**config.mk**
```make
export PLATFORM = sky130hd
export DESIGN_NAME = vga_pmod_out
export DESIGN_NICKNAME = d
export VERILOG_FILES = /design/src/rtl/vga_pmod_out.sv
export SDC_FILE = /design/constraint.sdc
export NUM_CORES = 1
export LEC_CHECK = 0
export ABC_AREA = 1
export CAP_MARGIN = 20
export CORE_MARGIN = 2
export CORE_UTILIZATION = 51
export CTS_BUF_LIST = sky130_fd_sc_hd__clkbuf_8 sky130_fd_sc_hd__clkbuf_16
export DETAILED_ROUTE_END_ITERATION = 8
export GPL_ROUTABILITY_DRIVEN = 0
export MAX_ROUTING_LAYER = met4
export PLACE_DENSITY_LB_ADDON = 0.1
export SLEW_MARGIN = 20
export SYNTH_ARGS = -nofsm -noshare
export SYNTH_HDL_FRONTEND = slang
export SYNTH_SLANG_ARGS = --single-unit
```
**constraint.sdc**
```tcl
create_clock -name clk -period 1.5 [get_ports clk]
set_clock_uncertainty 0.1 [all_clocks]
set_input_delay 0.15 -clock clk [delete_from_list [all_inputs] [get_ports clk]]
set_output_delay 0.15 -clock clk [all_outputs]
set_load 0.1 [all_outputs]
```
**src/rtl/vga_pmod_out.sv**
```systemverilog
// VGA output stage for a 2-bit-per-channel PMOD: re-times the pattern generator's
// syncs, gates pixels to the active window and applies RGB111, dithered grayscale and scanlines.
module vga_pmod_out #(
  parameter int unsigned H_BACK   = 48,
  parameter int unsigned H_ACTIVE = 640,
  parameter int unsigned V_BACK   = 33,
  parameter int unsigned V_ACTIVE = 480
) (
  input  logic       clk,
  input  logic       reset,
  input  logic       hsync_in,
  input  logic       vsync_in,
  input  logic [2:0] rgb_in,
  input  logic       mode,
  input  logic       scanline,
  output logic       hsync,
  output logic       vsync,
  output logic [1:0] r,
  output logic [1:0] g,
  output logic [1:0] b,
  output logic       locked
);

  localparam int unsigned CW = 10;
  localparam logic [CW-1:0] CMAX = '1;

  typedef enum logic [1:0] {WAIT, BACK, ACTIVE, FRONT} hstate_t;

  hstate_t       state, state_nx;
  logic [CW-1:0] hcnt, hcnt_nx;
  logic [CW-1:0] vline;
  logic          hs1, vs1;
  logic [2:0]    rgb1;
  logic          mode1, scan1;
  logic          hrise, hfall, vrise;

  // First pipeline stage doubles as the edge-detect history for the syncs.
  assign hrise = hsync_in & ~hs1;
  assign hfall = ~hsync_in & hs1;
  assign vrise = vsync_in & ~vs1;

  // Horizontal window state register.
  always_ff @(posedge clk) begin
    if (reset) begin
      state <= WAIT;
      hcnt  <= '0;
    end else begin
      state <= state_nx;
      hcnt  <= hcnt_nx;
    end
  end

  // Horizontal window next state; sync edges override the porch counting.
  always_comb begin
    state_nx = state;
    hcnt_nx  = hcnt;
    case (state)
      BACK: begin
        hcnt_nx = hcnt + CW'(1);
        if (hcnt == CW'(H_BACK - 1)) begin
          state_nx = ACTIVE;
          hcnt_nx  = '0;
        end
      end
      ACTIVE: begin
        hcnt_nx = hcnt + CW'(1);
        if (hcnt == CW'(H_ACTIVE - 1)) state_nx = FRONT;
      end
      default: ;
    endcase
    if (hrise) begin
      state_nx = BACK;
      hcnt_nx  = '0;
    end
    if (hfall) state_nx = WAIT;
  end

  // Line counter, lock flag and input stage.
  always_ff @(posedge clk) begin
    if (reset) begin
      vline  <= CMAX;
      locked <= 1'b0;
      hs1    <= 1'b1;
      vs1    <= 1'b1;
      rgb1   <= '0;
      mode1  <= 1'b0;
      scan1  <= 1'b0;
    end else begin
      if (vrise) vline <= '0;
      else if (hfall && vline != CMAX) vline <= vline + CW'(1);
      if (vrise) locked <= 1'b1;
      hs1   <= hsync_in;
      vs1   <= vsync_in;
      rgb1  <= rgb_in;
      mode1 <= mode;
      scan1 <= scanline;
    end
  end

  logic [CW-1:0] aline;
  logic          v_act, pix_en;
  logic [1:0]    lvl, pr, pg, pb;

  // Pixel colour for the sample held in the input stage.
  always_comb begin
    aline  = vline - CW'(V_BACK);
    v_act  = (vline >= CW'(V_BACK)) && (vline < CW'(V_BACK + V_ACTIVE));
    pix_en = (state == ACTIVE) && v_act && locked;
    lvl    = rgb1[2:1];
    if (rgb1[0] && (hcnt[0] ^ aline[0]) && lvl != 2'd3) lvl = lvl + 2'd1;
    if (mode1) begin
      pr = lvl;
      pg = lvl;
      pb = lvl;
    end else begin
      pr = {2{rgb1[2]}};
      pg = {2{rgb1[1]}};
      pb = {2{rgb1[0]}};
    end
    if (scan1 && aline[0]) begin
      pr = pr >> 1;
      pg = pg >> 1;
      pb = pb >> 1;
    end
    if (!pix_en) begin
      pr = '0;
      pg = '0;
      pb = '0;
    end
  end

  // Output stage keeps syncs and colour mutually aligned.
  always_ff @(posedge clk) begin
    if (reset) begin
      hsync <= 1'b1;
      vsync <= 1'b1;
      r     <= '0;
      g     <= '0;
      b     <= '0;
    end else begin
      hsync <= hs1;
      vsync <= vs1;
      r     <= pr;
      g     <= pg;
      b     <= pb;
    end
  end

endmodule
```
==> results.py, run 1 <==
metrics = {
    "logic_synthesis": {
        "synth_common_cells": "nand2_1, inv_1, dfxtp_1",
        "yosysTopAreaCellShare_pct": 40.4,
        "synthCells": 265,
        "yosys_warnings": 0,
        "synthDistinctLibCells": 28,
        "yosysMostFrequentCell": "nand2_1",
        "synth_edf_count": 0,
        "synth_top_area_cell": "dfxtp_1",
        "synth_ff_type": "dfxtp_1",
        "async_reset_ff_share_pct": 0,
        "synth.avg_cell_area_sq_um": 7.11,
        "yosysSeqAreaShare_pct": 40.4,
        "synth_fp_nets": 281,
        "syn_area_sq_um": 1880,
        "ys_seq_elements": 38,
        "synthTopCellsByArea": "dfxtp_1, nand2_1, inv_1",
    },
    "layout": {
        "syn_to_final_growth_pct": 40.8,
        "final_area_sq_um": 2650,
        "drive_above_1_share_pct": 29.1,
        "nNetsFinal": 328,
        "antenna_cells": 0,
    },
    "worst_setup_path": {
        "slowest_delay_ns": 0.35,
        "arrival_ns": 1.63,
        "crit_required_ns": 1.58,
        "crit_cells": 7,
        "worstSetupPathType": "reg2reg",
        "path_buf_inv": 0,
        "worstPathCellList": "ha_4 -> nor3_4 -> nand3_2 -> nor2_2 -> nand2_1 -> xor2_1 -> nor2_1",
        "critPathSlowestCell": "dfxtp_2",
        "cpLargestDelayFamily": "simple AND/OR/NAND/NOR gates",
        "start_kind": "register",
        "critPathMaxFanout": 4,
        "critPathCaptureType": "register",
        "ff2ff_path_depth": 7,
    },
    "clock_tree": {
        "cts_tree": "yes",
        "htreeDepth": 2,
        "cts_root_buf": "clkbuf_8",
        "clk_path_buf_depth": 2,
        "clk_pin_slew_ns": 0.07,
        "numCtsBuffers": 5,
        "cts_sinks": 38,
        "clock_latency_ns": 0.29,
    },
    "sta": {
        "max_freq_mhz": 645,
        "hold_violations": 0,
        "rsz0062_at_grt": "yes",
        "tightest_slew_ns": 0.302,
        "finalSetupViolCount": 3,
        "maxSlewViolCount": 0,
        "post-route-period-util_pct": 103,
        "period_needed_ns": 1.55,
        "fin_ws_ns": -0.0510,
        "max_slew_margin_pct": 79.7,
        "setup-tns-final_ns": -0.0802,
    },
    "detailed_routing": {
        "drc_errors": 0,
        "drtIter0Drc": 92,
        "vias": 1805,
        "firstDrtPassIters": 4,
        "post_drt_wl_per_cell_um": 11.8,
        "viasPerCell": 5.00,
        "finalWirelength_mm": 4.25,
        "ant_nets": 0,
    },
    "die": {
        "io_pins": 18,
        "die_area_sq_um": 4190,
        "initial_core_util_pct": 52.2,
        "core_sq_um": 3610,
        "die_h_um": 64.8,
        "fp-row-count": 22,
        "dieWidth_um": 64.8,
    },
    "power": {
        "p_per_area_nw_per_um2": 880,
        "ir_worst_vdd_mv": 0.638,
        "report.power.total_uw": 2330,
        "p_leak_uw": 0.00123,
    },
    "status": {
        "violations": "negative setup slack",
        "status": "finished with violations",
    },
    "place": {
        "dpl-instance-area_sq_um": 2380,
        "hpwl_mm": 3.01,
        "place.port_buffers": 17,
    },
    "grt": {
        "grt-ovfl-total": 0,
        "grt_pass1_vias": 1740,
        "grt_first_pass_wirelength_mm": 7.08,
        "antenna_found_initial": 0,
        "grt_max_degree": 15,
        "grtUsageTotal_pct": 22.4,
    },
    "flow_run": {
        "cap_violations": 0,
    },
    "min_path": {
        "min_path_type": "in2reg",
        "hold-path-cell-count": 3,
    },
}
[per-layer routing]
metal  up-vias  share of wire [%]  wire length, um  GRT usage (%)
met1       827                 43             1820           24.8
li1        939                  -                -              -
met2        27                 52             2200           38.8
met4         0                2.4              101           9.57
met3        12                3.1              132           4.86
met5         -                  0                0              -
[cell usage in the layout (no fill, tap or decap), types with 2 or more instances in the layout]
cell	count
nand2_1	53
inv_1	41
dfxtp_1	30
nor2_1	28
buf_4	25
nand3_1	18
nand4_1	10
buf_12	10
clkdlybuf4s50_1	8
nand2_2	7
o211ai_1	7
nand3_2	6
nor3_1	6
clkbuf_8	6
dfxtp_2	6
nor2_2	5
a21oi_2	4
o21ai_0	4
xor2_1	4
a21oi_1	4
ha_4	4
inv_2	3
inv_4	3
ha_1	3
o21ai_1	2
a211oi_1	2
nor3_4	2
dfxtp_4	2
[worst paths after layout]
| kind | end | from | slack [ns] |
|---|---|---|---|
| worst min-delay path | rgb1[1]$_SDFF_PP0_ | rgb_in[1] | 0.27 |
| worst min register to register | vsync$_SDFF_PP1_ | vs1$_SDFF_PP1_ | 0.34 |
| worst max register to register | hcnt[9]$_SDFFE_PP0P_ | state[1]$_SDFFE_PP0P_ | -0.05 |
| worst max-delay path | hcnt[9]$_SDFFE_PP0P_ | state[1]$_SDFFE_PP0P_ | -0.05 |
[worst register-to-register path: stages (launching register included)]
cell     delay (ns)
dfxtp_2        0.35
ha_4           0.26
nor3_4         0.22
nand3_2        0.11
nor2_2         0.14
nand2_1        0.08
xor2_1         0.15
nor2_1         0.05
[report_power, final]
group          internal [uW]  switching, uW  total (uW)
Sequential              1060           66.4        1130
Clock                    364            339         703
Combinational            215            286         501
Total                   1640            692        2330
[state kept, by name (all words and copies together), names as in the netlist, 2 cells and up]
register	flops
hcnt	10
r	2
b	2
state	2
rgb1	3
vline	10
g	2
[metrics by stage]
step	hold WS (ns)	utilization (%)	setup slack (ns)	cells
after global routing	0.297	73.5	-0.161	361
after detailed placement	0.329	66.1	-0.0615	348
after floorplan	0.146	-	0.0239	265
after global placement	0.326	66.1	-0.0297	348
after CTS	0.270	69.2	0.00167	357
final	0.266	73.5	-0.0510	361
[logic make-up after synthesis]
logic type / share of synthesized area, %
xor+xnor: 1.86
fa+ha+maj: 4.65
simple gates: 35.2
buf+inv: 10.6
flops: 40.4
compound gates: 7.31
[area by class of cell]
cell class / instances / area [sq um]
tap: 48 / 60.1
sequential: 38 / 776
fill: 272 / 955
multi-input combinational: 177 / 1060
inverter: 46 / 180
clock inverter: 2 / 8.76
timing repair buffer: 44 / 479
clock buffer: 6 / 82.6
[timing repair]
item                                   CTS  global route
pin swaps                                1            26
buffers inserted                         1             4
gates resized for setup                  4            40
hold buffers                             0             0
endpoints found under the hold margin    0             0
setup endpoints to repair               18            25
Power figures use the tool's default switching activity.
==> inputs of run 2 (changes only) <==
--- a/config.mk
+++ b/config.mk
@@ -6,6 +6,7 @@
 export NUM_CORES = 1
 export LEC_CHECK = 0
 export ABC_AREA = 1
+export ABC_CLOCK_PERIOD_IN_PS = 1500
 export CAP_MARGIN = 20
 export CORE_MARGIN = 2
 export CORE_UTILIZATION = 51
==> results of run 2 <==
The final DEF is identical to that of run 1; final timing and power are the same.
==> inputs of run 3 (changes only) <==
--- a/config.mk
+++ b/config.mk
@@ -6,10 +6,10 @@
 export NUM_CORES = 1
 export LEC_CHECK = 0
 export ABC_AREA = 1
-export ABC_CLOCK_PERIOD_IN_PS = 1500
+export ABC_CLOCK_PERIOD_IN_PS = 1700
 export CAP_MARGIN = 20
 export CORE_MARGIN = 2
-export CORE_UTILIZATION = 51
+export CORE_UTILIZATION = 56
 export CTS_BUF_LIST = sky130_fd_sc_hd__clkbuf_8 sky130_fd_sc_hd__clkbuf_16
 export DETAILED_ROUTE_END_ITERATION = 8
 export GPL_ROUTABILITY_DRIVEN = 0
==> constraint.sdc (replaced) <==
create_clock -name clk -period 1.7 [get_ports clk]
set_clock_uncertainty 0.1 [all_clocks]
set_input_delay 0.17 -clock clk [delete_from_list [all_inputs] [get_ports clk]]
set_output_delay 0.17 -clock clk [all_outputs]
set_load 0.02 [all_outputs]
==> results.py, run 3 (synthesis results as in run 1) <==
metrics = {
    "sta": {
        "post-route-period-util_pct": 93.3,
        "max_slew_margin_pct": 83.0,
        "maxSlewViolCount": 0,
        "period_needed_ns": 1.59,
        "hold_slack_ns": 0.287,
        "hold_violations": 0,
        "tightest_slew_ns": 0.254,
        "finalSetupViolCount": 0,
        "max_freq_mhz": 630,
    },
    "clock_tree": {
        "cts_sinks": 38,
        "numCtsBuffers": 5,
        "cts_hold_buf": 0,
        "htreeDepth": 2,
        "cts_root_buf": "clkbuf_8",
        "cts_tree": "yes",
        "clk_pin_slew_ns": 0.07,
        "clk_path_buf_depth": 2,
        "clock_latency_ns": 0.29,
    },
    "power": {
        "p_per_area_nw_per_um2": 956,
        "ir_worst_vdd_mv": 0.625,
        "report.power.total_uw": 2250,
        "p_leak_uw": 0.00112,
    },
    "worst_setup_path": {
        "r2r_slack_ns": 0.11,
        "crit_required_ns": 1.79,
        "start_kind": "register",
        "r2r-start": "state[1]$_SDFFE_PP0P_",
        "arrival_ns": 1.67,
        "ff2ff_path_depth": 7,
        "critPathMaxFanout": 5,
        "rr_endpoint": "hcnt[9]$_SDFFE_PP0P_",
        "critPathCaptureType": "register",
        "worstSetupPathType": "reg2reg",
    },
    "detailed_routing": {
        "finalWirelength_mm": 3.99,
        "post_drt_wl_per_cell_um": 11.6,
        "drc_errors": 0,
        "firstDrtPassIters": 4,
        "ant_nets": 0,
        "drtIter0Drc": 74,
        "vias": 1744,
        "viasPerCell": 5.07,
    },
    "grt": {
        "antenna_found_initial": 0,
        "grtUsageTotal_pct": 24.2,
        "grt_max_degree": 13,
        "grt_first_pass_wirelength_mm": 6.69,
        "grt-ovfl-total": 0,
        "grt_pass1_vias": 1581,
    },
    "place": {
        "place.port_buffers": 17,
        "hpwl_mm": 2.97,
    },
    "die": {
        "die_area_sq_um": 3840,
        "dieWidth_um": 62.0,
        "io_pins": 18,
        "core_sq_um": 3280,
        "initial_core_util_pct": 57.3,
        "die_h_um": 62.0,
        "fp-row-count": 21,
    },
    "layout": {
        "drive_above_1_share_pct": 14.8,
        "syn_to_final_growth_pct": 25.2,
        "multi_input_area_sq_um": 958,
        "antenna_cells": 0,
        "fillCellCount": 276,
        "reg_top3": "hcnt x10, vline x10, rgb1 x3",
        "seq_area_sq_um": 767,
        "layout_common_cells": "nand2_1, inv_1, dfxtp_1",
        "nNetsFinal": 313,
        "final_common_cell": "nand2_1",
    },
    "min_path": {
        "min_to": "rgb1[1]$_SDFF_PP0_",
        "holdCritStartpoint": "rgb_in[1]",
        "min_path_type": "in2reg",
        "hold-path-cell-count": 3,
    },
    "flow_run": {
        "cap_violations": 0,
    },
    "status": {
        "status": "finished, final reports clean",
    },
}
==> run 3: worst max-delay path, cell delays in order, from the launching register on <==
cell	delay [ns]
dfxtp_1	0.39
ha_2	0.34
nor3_4	0.16
nand3_2	0.10
nor2_2	0.11
nand2_1	0.07
xor2_1	0.15
nor2_1	0.06
==> run 3: how the worst max path moves through the flow <==
stage / slack, ns / from / endpoint
after detailed placement: -0.03 / state[0]$_SDFFE_PP0P_ / hcnt[9]$_SDFFE_PP0P_
after global placement: 0.07 / hsync_in / vline[7]$_SDFFE_PP1P_
after floorplan: 0.10 / state[0]$_SDFFE_PP0P_ / hcnt[9]$_SDFFE_PP0P_
final: 0.11 / state[1]$_SDFFE_PP0P_ / hcnt[9]$_SDFFE_PP0P_
after global routing: -0.02 / hcnt[0]$_SDFFE_PP0P_ / state[0]$_SDFFE_PP0P_
after CTS: 0.03 / vline[0]$_SDFFE_PP1P_ / vline[0]$_SDFFE_PP1P_
==> run 3: power by group <==
part / total, uW / internal [uW] / switching, uW
logic: 329 / 132 / 197
registers: 981 / 935 / 45.8
clock network: 945 / 626 / 319
total: 2250 / 1690 / 562
==> run 3: layout make-up <==
type,instances,share of cell area (%)
Multi-Input combinational cell,177,40.6
Sequential cell,38,32.5
Timing Repair Buffer,29,11.0
Inverter,46,7.32
Clock buffer,6,3.50
Clock inverter,2,2.55
Tap cell,46,2.44
==> run 3: repair_timing <==
action / in CTS / in global routing
resized for setup: 1 / 13
endpoints found under the setup margin: 1 / 20
setup buffers: 0 / 1
pin swaps: 0 / 3
==> run 3: metal layers <==
layer	GRT usage (%)	up-vias	routed length [um]	part of all wire (%)
li1	-	908	-	-
met1	27.4	804	1800	45
met2	41.5	23	1990	50
met3	3.73	9	116	2.9
met4	10.9	0	82	2.1
met5	-	-	0	0
==> run 3: per-stage QoR <==
| step | instances | util, % | setup slack [ns] | TNS [ns] | area (sq um) |
|---|---|---|---|---|---|
| after floorplan | 265 | - | 0.101 | 0 | 1880 |
| after global placement | 335 | 65.9 | 0.0666 | 0 | 2170 |
| after detailed placement | 335 | 65.9 | -0.0289 | -0.0289 | 2170 |
| after CTS | 343 | 70.4 | 0.0271 | 0 | 2310 |
| after global routing | 344 | 71.8 | -0.0151 | -0.0205 | 2360 |
| final | 344 | 71.8 | 0.113 | 0 | 2360 |
